<file path="src/rtl/bus_arb_pkg.sv">
// ---------------------------------------------------------------------------
// bus_arb_pkg
// Shared types for the CPU/DMA shared-RAM bus arbiter.
//   state_t : arbiter FSM states (IDLE, CPU_GNT, DMA_GNT, TURN)
//   owner_t : which master held the bus most recently (CPU, DMA)
// ---------------------------------------------------------------------------
package bus_arb_pkg;

    typedef enum logic [1:0] {
        IDLE    = 2'd0,
        CPU_GNT = 2'd1,
        DMA_GNT = 2'd2,
        TURN    = 2'd3
    } state_t;

    typedef enum logic {
        CPU = 1'b0,
        DMA = 1'b1
    } owner_t;

endpackage

</file>
<file path="src/rtl/bus_arbiter.sv">
// ---------------------------------------------------------------------------
// bus_arbiter
// Two-master (CPU, DMA) arbiter for a shared RAM bus. Grants come from a
// registered FSM, and ties go to the master that was not served last. A burst
// counter stops one master from holding the bus for more than MAX_BURST
// consecutive cycles while the other master is waiting. Every handover passes
// through a one-cycle TURN gap in which the bus is idle.
//
// Ports
//   Clk, Rst                       clock, synchronous active-high reset
//   Cpu_bus_req / Dma_bus_req      bus requests
//   Cpu_* / Dma_* address, strobes, write data from each master
//   Cpu_bus_grant / Dma_bus_grant  registered grants (mutually exclusive)
//   Address, Cs, Wr_en, Oe,
//   Databus_out                    owner's bus signals, zero when no owner
//   Burst_preempt                  one-cycle pulse when the burst limit
//                                  revokes a grant
// ---------------------------------------------------------------------------
module bus_arbiter
    import bus_arb_pkg::*;
#(
    parameter int ADDR_W    = 8,
    parameter int DATA_W    = 8,
    parameter int MAX_BURST = 16
) (
    input  logic              Clk,
    input  logic              Rst,
    input  logic              Cpu_bus_req,
    input  logic [ADDR_W-1:0] Cpu_address,
    input  logic              Cpu_cs,
    input  logic              Cpu_wr_en,
    input  logic              Cpu_oe,
    input  logic [DATA_W-1:0] Cpu_data_out,
    input  logic              Dma_bus_req,
    input  logic [ADDR_W-1:0] Dma_address,
    input  logic              Dma_cs,
    input  logic              Dma_wr_en,
    input  logic              Dma_oe,
    input  logic [DATA_W-1:0] Dma_data_out,
    output logic              Cpu_bus_grant,
    output logic              Dma_bus_grant,
    output logic [ADDR_W-1:0] Address,
    output logic              Cs,
    output logic              Wr_en,
    output logic              Oe,
    output logic [DATA_W-1:0] Databus_out,
    output logic              Burst_preempt
);

    // The counter only needs to reach MAX_BURST-1, where it saturates.
    localparam int               CNT_W   = $clog2(MAX_BURST);
    localparam logic [CNT_W-1:0] CNT_MAX = CNT_W'(MAX_BURST - 1);

    state_t           state_q,     state_d;
    owner_t           lastOwner_q, lastOwner_d;
    logic [CNT_W-1:0] burstCnt_q,  burstCnt_d;
    logic             preempt_q,   preempt_d;

    // State register. Reset returns to IDLE immediately, so a grant that is
    // active when reset arrives is dropped without passing through TURN.
    always_ff @(posedge Clk) begin
        if (Rst) begin
            state_q     <= IDLE;
            lastOwner_q <= CPU;
            burstCnt_q  <= '0;
            preempt_q   <= 1'b0;
        end else begin
            state_q     <= state_d;
            lastOwner_q <= lastOwner_d;
            burstCnt_q  <= burstCnt_d;
            preempt_q   <= preempt_d;
        end
    end

    // Next-state logic. IDLE and TURN make the same grant decision. TURN is
    // left after exactly one cycle because it never selects itself.
    // lastOwner is updated when a grant is entered. After reset it reads CPU,
    // so the first tie goes to DMA.
    always_comb begin
        state_d     = state_q;
        lastOwner_d = lastOwner_q;
        burstCnt_d  = burstCnt_q;
        preempt_d   = 1'b0;

        case (state_q)
            IDLE, TURN: begin
                state_d = IDLE;
                if (Dma_bus_req && (!Cpu_bus_req || lastOwner_q == CPU)) begin
                    state_d     = DMA_GNT;
                    lastOwner_d = DMA;
                    burstCnt_d  = '0;
                end else if (Cpu_bus_req) begin
                    state_d     = CPU_GNT;
                    lastOwner_d = CPU;
                    burstCnt_d  = '0;
                end
            end
            CPU_GNT: begin
                // A voluntary release takes priority over a burst preemption.
                if (!Cpu_bus_req) begin
                    state_d = TURN;
                end else if (burstCnt_q == CNT_MAX && Dma_bus_req) begin
                    state_d   = TURN;
                    preempt_d = 1'b1;
                end else if (burstCnt_q != CNT_MAX) begin
                    burstCnt_d = burstCnt_q + 1'b1;
                end
            end
            DMA_GNT: begin
                if (!Dma_bus_req) begin
                    state_d = TURN;
                end else if (burstCnt_q == CNT_MAX && Cpu_bus_req) begin
                    state_d   = TURN;
                    preempt_d = 1'b1;
                end else if (burstCnt_q != CNT_MAX) begin
                    burstCnt_d = burstCnt_q + 1'b1;
                end
            end
            default: begin
                state_d = IDLE;
            end
        endcase
    end

    assign Cpu_bus_grant = (state_q == CPU_GNT);
    assign Dma_bus_grant = (state_q == DMA_GNT);
    assign Burst_preempt = preempt_q;

    // Bus mux. It passes the owner's signals through combinationally and
    // drives the bus quiet (all zero) in IDLE and TURN.
    always_comb begin
        Address     = '0;
        Cs          = 1'b0;
        Wr_en       = 1'b0;
        Oe          = 1'b0;
        Databus_out = '0;
        if (state_q == CPU_GNT) begin
            Address     = Cpu_address;
            Cs          = Cpu_cs;
            Wr_en       = Cpu_wr_en;
            Oe          = Cpu_oe;
            Databus_out = Cpu_data_out;
        end else if (state_q == DMA_GNT) begin
            Address     = Dma_address;
            Cs          = Dma_cs;
            Wr_en       = Dma_wr_en;
            Oe          = Dma_oe;
            Databus_out = Dma_data_out;
        end
    end

endmodule

</file>
<file path="config.mk">
export PLATFORM = sky130hd
export DESIGN_NAME = bus_arbiter
export DESIGN_NICKNAME = d
export VERILOG_FILES = /design/src/rtl/bus_arb_pkg.sv /design/src/rtl/bus_arbiter.sv
export SDC_FILE = /design/constraint.sdc
export NUM_CORES = 1
export LEC_CHECK = 0
export CORE_ASPECT_RATIO = 1.4
export CORE_MARGIN = 5
export CORE_UTILIZATION = 33
export DETAILED_ROUTE_END_ITERATION = 10
export PLACE_DENSITY = 0.84
export SYNTH_ARGS = -nofsm -noshare
export SYNTH_HDL_FRONTEND = slang
export SYNTH_SLANG_ARGS = --single-unit
</file>
<file path="constraint.sdc">
create_clock -name Clk -period 4.75 [get_ports Clk]
set_clock_uncertainty 0.2 [all_clocks]
set_input_delay 0.95 -clock Clk [delete_from_list [all_inputs] [get_ports Clk]]
set_output_delay 0.95 -clock Clk [all_outputs]
set_load 0.02 [all_outputs]
</file>
==> metrics.md <==
| Metric | Value |
|---|---|
| Setup TNS | 0 ns |
| GPL Wtd Cong | 0.7874 |
| Mapped Nets | 140 |
| Ant diodes | 0 |
| Final instance area | 0.001351 mm2 |
| Flop and latch count out of synthesis | 8 |
| Worst-path fanout max | 30 |
| Pwr dens | 518.5 mW/mm2 |
| First-pass GRT wire length | 4.533 mm |
| Floorplan core area | 0.002152 mm2 |
| Total CTS buffers | 3 |
| HPWL Detailed | 2.494 mm |
| Post-synthesis sequential area ratio | 21.92% |
| ANT nets after route | 0 |
| Status | complete, no violations |
| Worst Hold Class | flip-flop to flip-flop |
| WS Path Type | flip-flop to output pin |
| Vias/cell | 5.600 |
| Synthesized instance count | 95 |
| Final setup vio count | 0 |
| CTS root buffer | clkbuf_4 |
| Main synth FF type | dfxtp_1 |
| Maximum VDD drop | 0.2651 mV |
| Number of global-route vias before repair | 906 |
| YS warnings | 0 |
| Clk_lat worst skew | 0.25 ns |
| Finished Layout Cells | 175 |
| Hold WS | 0.2857 ns |
| Hold Violations, Final | 0 |
| Xor/xnor share of the synthesized area | 0% |
| Number of max-cap violations | 0 |
| Avg Cell Area, Syn | 7.692 um2 |
| Leakage | 0.5029 nW |
| Setup slack, reg-to-reg | 2.43 ns |
| RSZ-0062 raised after global routing | false |
| Post-synth EDFFs | 0 |
| Area Growth Syn to Fin | 84.93% |
| Post-CTS Setup Repair Bufs | 0 |
| CP required | 3.60 ns |
| Drt total wl | 2.985 mm |
| CP endpoint kind | output pin |
| Yosys cell types | 28 |
| Overflow after GRT | 0 |
| Global Route Usage Sum | 17.48% |
| Mux contribution to synthesized area | 0% |
| DIE HEIGHT | 65.68 um |
| Post-synth ARST share | 0% |
| Largest net degree at the start of global routing | 31 |
| Placed Cells | 172 |
| Fin crit period | 3.879 ns |
| DRC errors left | 0 |
| Via count | 980 |
| Die Span X | 49.77 um |
| H-Tree Depth | 1 |
| CTS tree | done |
| Simple-gate portion of the synthesized area | 23.97% |
| Element type at the critical path start | flip-flop |
| Post-synthesis compound-gate area fraction | 39.21% |
| Post-DP Area | 0.001329 mm2 |
| Cell area after synthesis | 730.7 um2 |
| Critical Path AT | 2.73 ns |
| Cells resized by post-CTS repair | 0 |
| Port Buf Inserts | 63 |
| Max_slew headroom | 39.07% |
| Clk sinks | 8 |
| Slew Limit Fails | 0 |
| Antenna violations before repair | 0 |
| Largest family of logic cells by synthesized area | compound AO/OA/AOI/OAI gates |
| Io pins | 64 |
| Hold buffer count at cts | 0 |
| Starting Density | 33.95% |
| Nets | 200 |
| DR pass1 iterations | 4 |
| Post-Synth Adder-Cell Area | 5.137% |
| Final worst path period share | 81.66% |
| Worst Tran Pin Value | 0.9140 ns |
| First DRT Iteration DRCs | 22 |
| Row count | 20 |
| Wire per inst | 17.06 um |
| Clock-pin slew on the worst setup and hold paths | 0.05 ns |
| Fmax achieved | 0.2578 GHz |
| Clock Path Buffers | 2 |
| Area of the die | 0.003269 mm2 |
| Layout cells sized above 1 | 4.575% |
[stage by stage]
step / utilization (%) / setup slack, ns / total power, mW
after floorplan: - / 1.973 / 0.4468
after global placement: 61.74 / 1.231 / 0.6273
after detailed placement: 61.74 / 1.130 / 0.6531
after CTS: 62.79 / 0.8592 / 0.7062
after global routing: 62.79 / 0.6498 / 0.7471
final: 62.79 / 0.8713 / 0.7007
[metal layers]
metal  share of wire, %  track usage [%]  wire length, um  up-vias
met5                  0                0                0        -
met4               0.97            4.918               29        0
met3                9.7            3.855              291        5
met2                 46            29.30             1378       63
met1                 43            22.09             1285      434
li1                   -                -                -      478
[Yosys cell counts (2+ instances only)]
cell type	instances	share of area, %
a21oi_1	4	2.7
nand2_1	16	8.2
o21ai_0	6	4.1
inv_1	3	1.5
a21oi_2	2	2.4
nand4_1	2	1.7
a22o_1	13	16
ha_1	3	5.1
dfxtp_1	8	22
o41ai_1	2	2.4
buf_6	4	6.2
nand2b_1	2	1.7
nand3_1	2	1.4
clkbuf_1	3	1.5
a311oi_1	3	3.6
o31ai_1	2	2.1
nor2_1	7	3.6
or4_1	3	3.1
[logic make-up after synthesis]
family	Yosys count
compound gates	37
simple gates	36
buf+inv	11
flops	8
fa+ha+maj	3
[worst max-delay path, stage by stage, from the launching register on]
cell and delay, ns:
dfxtp_1 0.35, inv_1 0.05, ha_1 0.49, nor2_1 0.73
a22o_1 0.25, clkdlybuf4s50_1 0.60
[path summary, 6_finish.rpt]
kind	from	to	depth (start not counted)
setup / recovery	state_q[1]	Databus_out[4]	5
hold / removal	lastOwner_q	lastOwner_q	1
setup reg to reg	state_q[0]	burstCnt_q[3]	4
hold reg to reg	lastOwner_q	lastOwner_q	1
[report_power, final]
group	internal, mW	total, mW	switching [mW]
sequential	0.0852	0.102	0.0164
combinational	0.258	0.547	0.289
clock	0.0289	0.0521	0.0232
[flip-flops by register name, summed over array words and instances (netlist names)]
register / count
Burst_preempt: 1
state_q: 2
burstCnt_q: 4
lastOwner_q: 1
[placed cells by master (no fill, tap or decap), drive strengths merged, types with 3 or more instances in the layout]
master,netlist,layout
a21oi,6,6
a22o,13,13
a311oi,3,3
clkbuf,3,3
clkdlybuf4s50,0,63
dfxtp,8,8
ha,3,3
inv,3,3
nand2,16,16
nor2,7,7
o21ai,6,6
o41ai,3,3
or4,3,3
[final cells by class]
type / instances / area, um2
inverter: 3 / 11.26
sequential: 8 / 160.2
tap: 22 / 27.53
fill: 200 / 800.8
multi-input combinational: 76 / 499.2
clock buffer: 3 / 22.52
timing repair buffer: 63 / 630.6
Note: power is estimated with default switching activity, not from simulation.
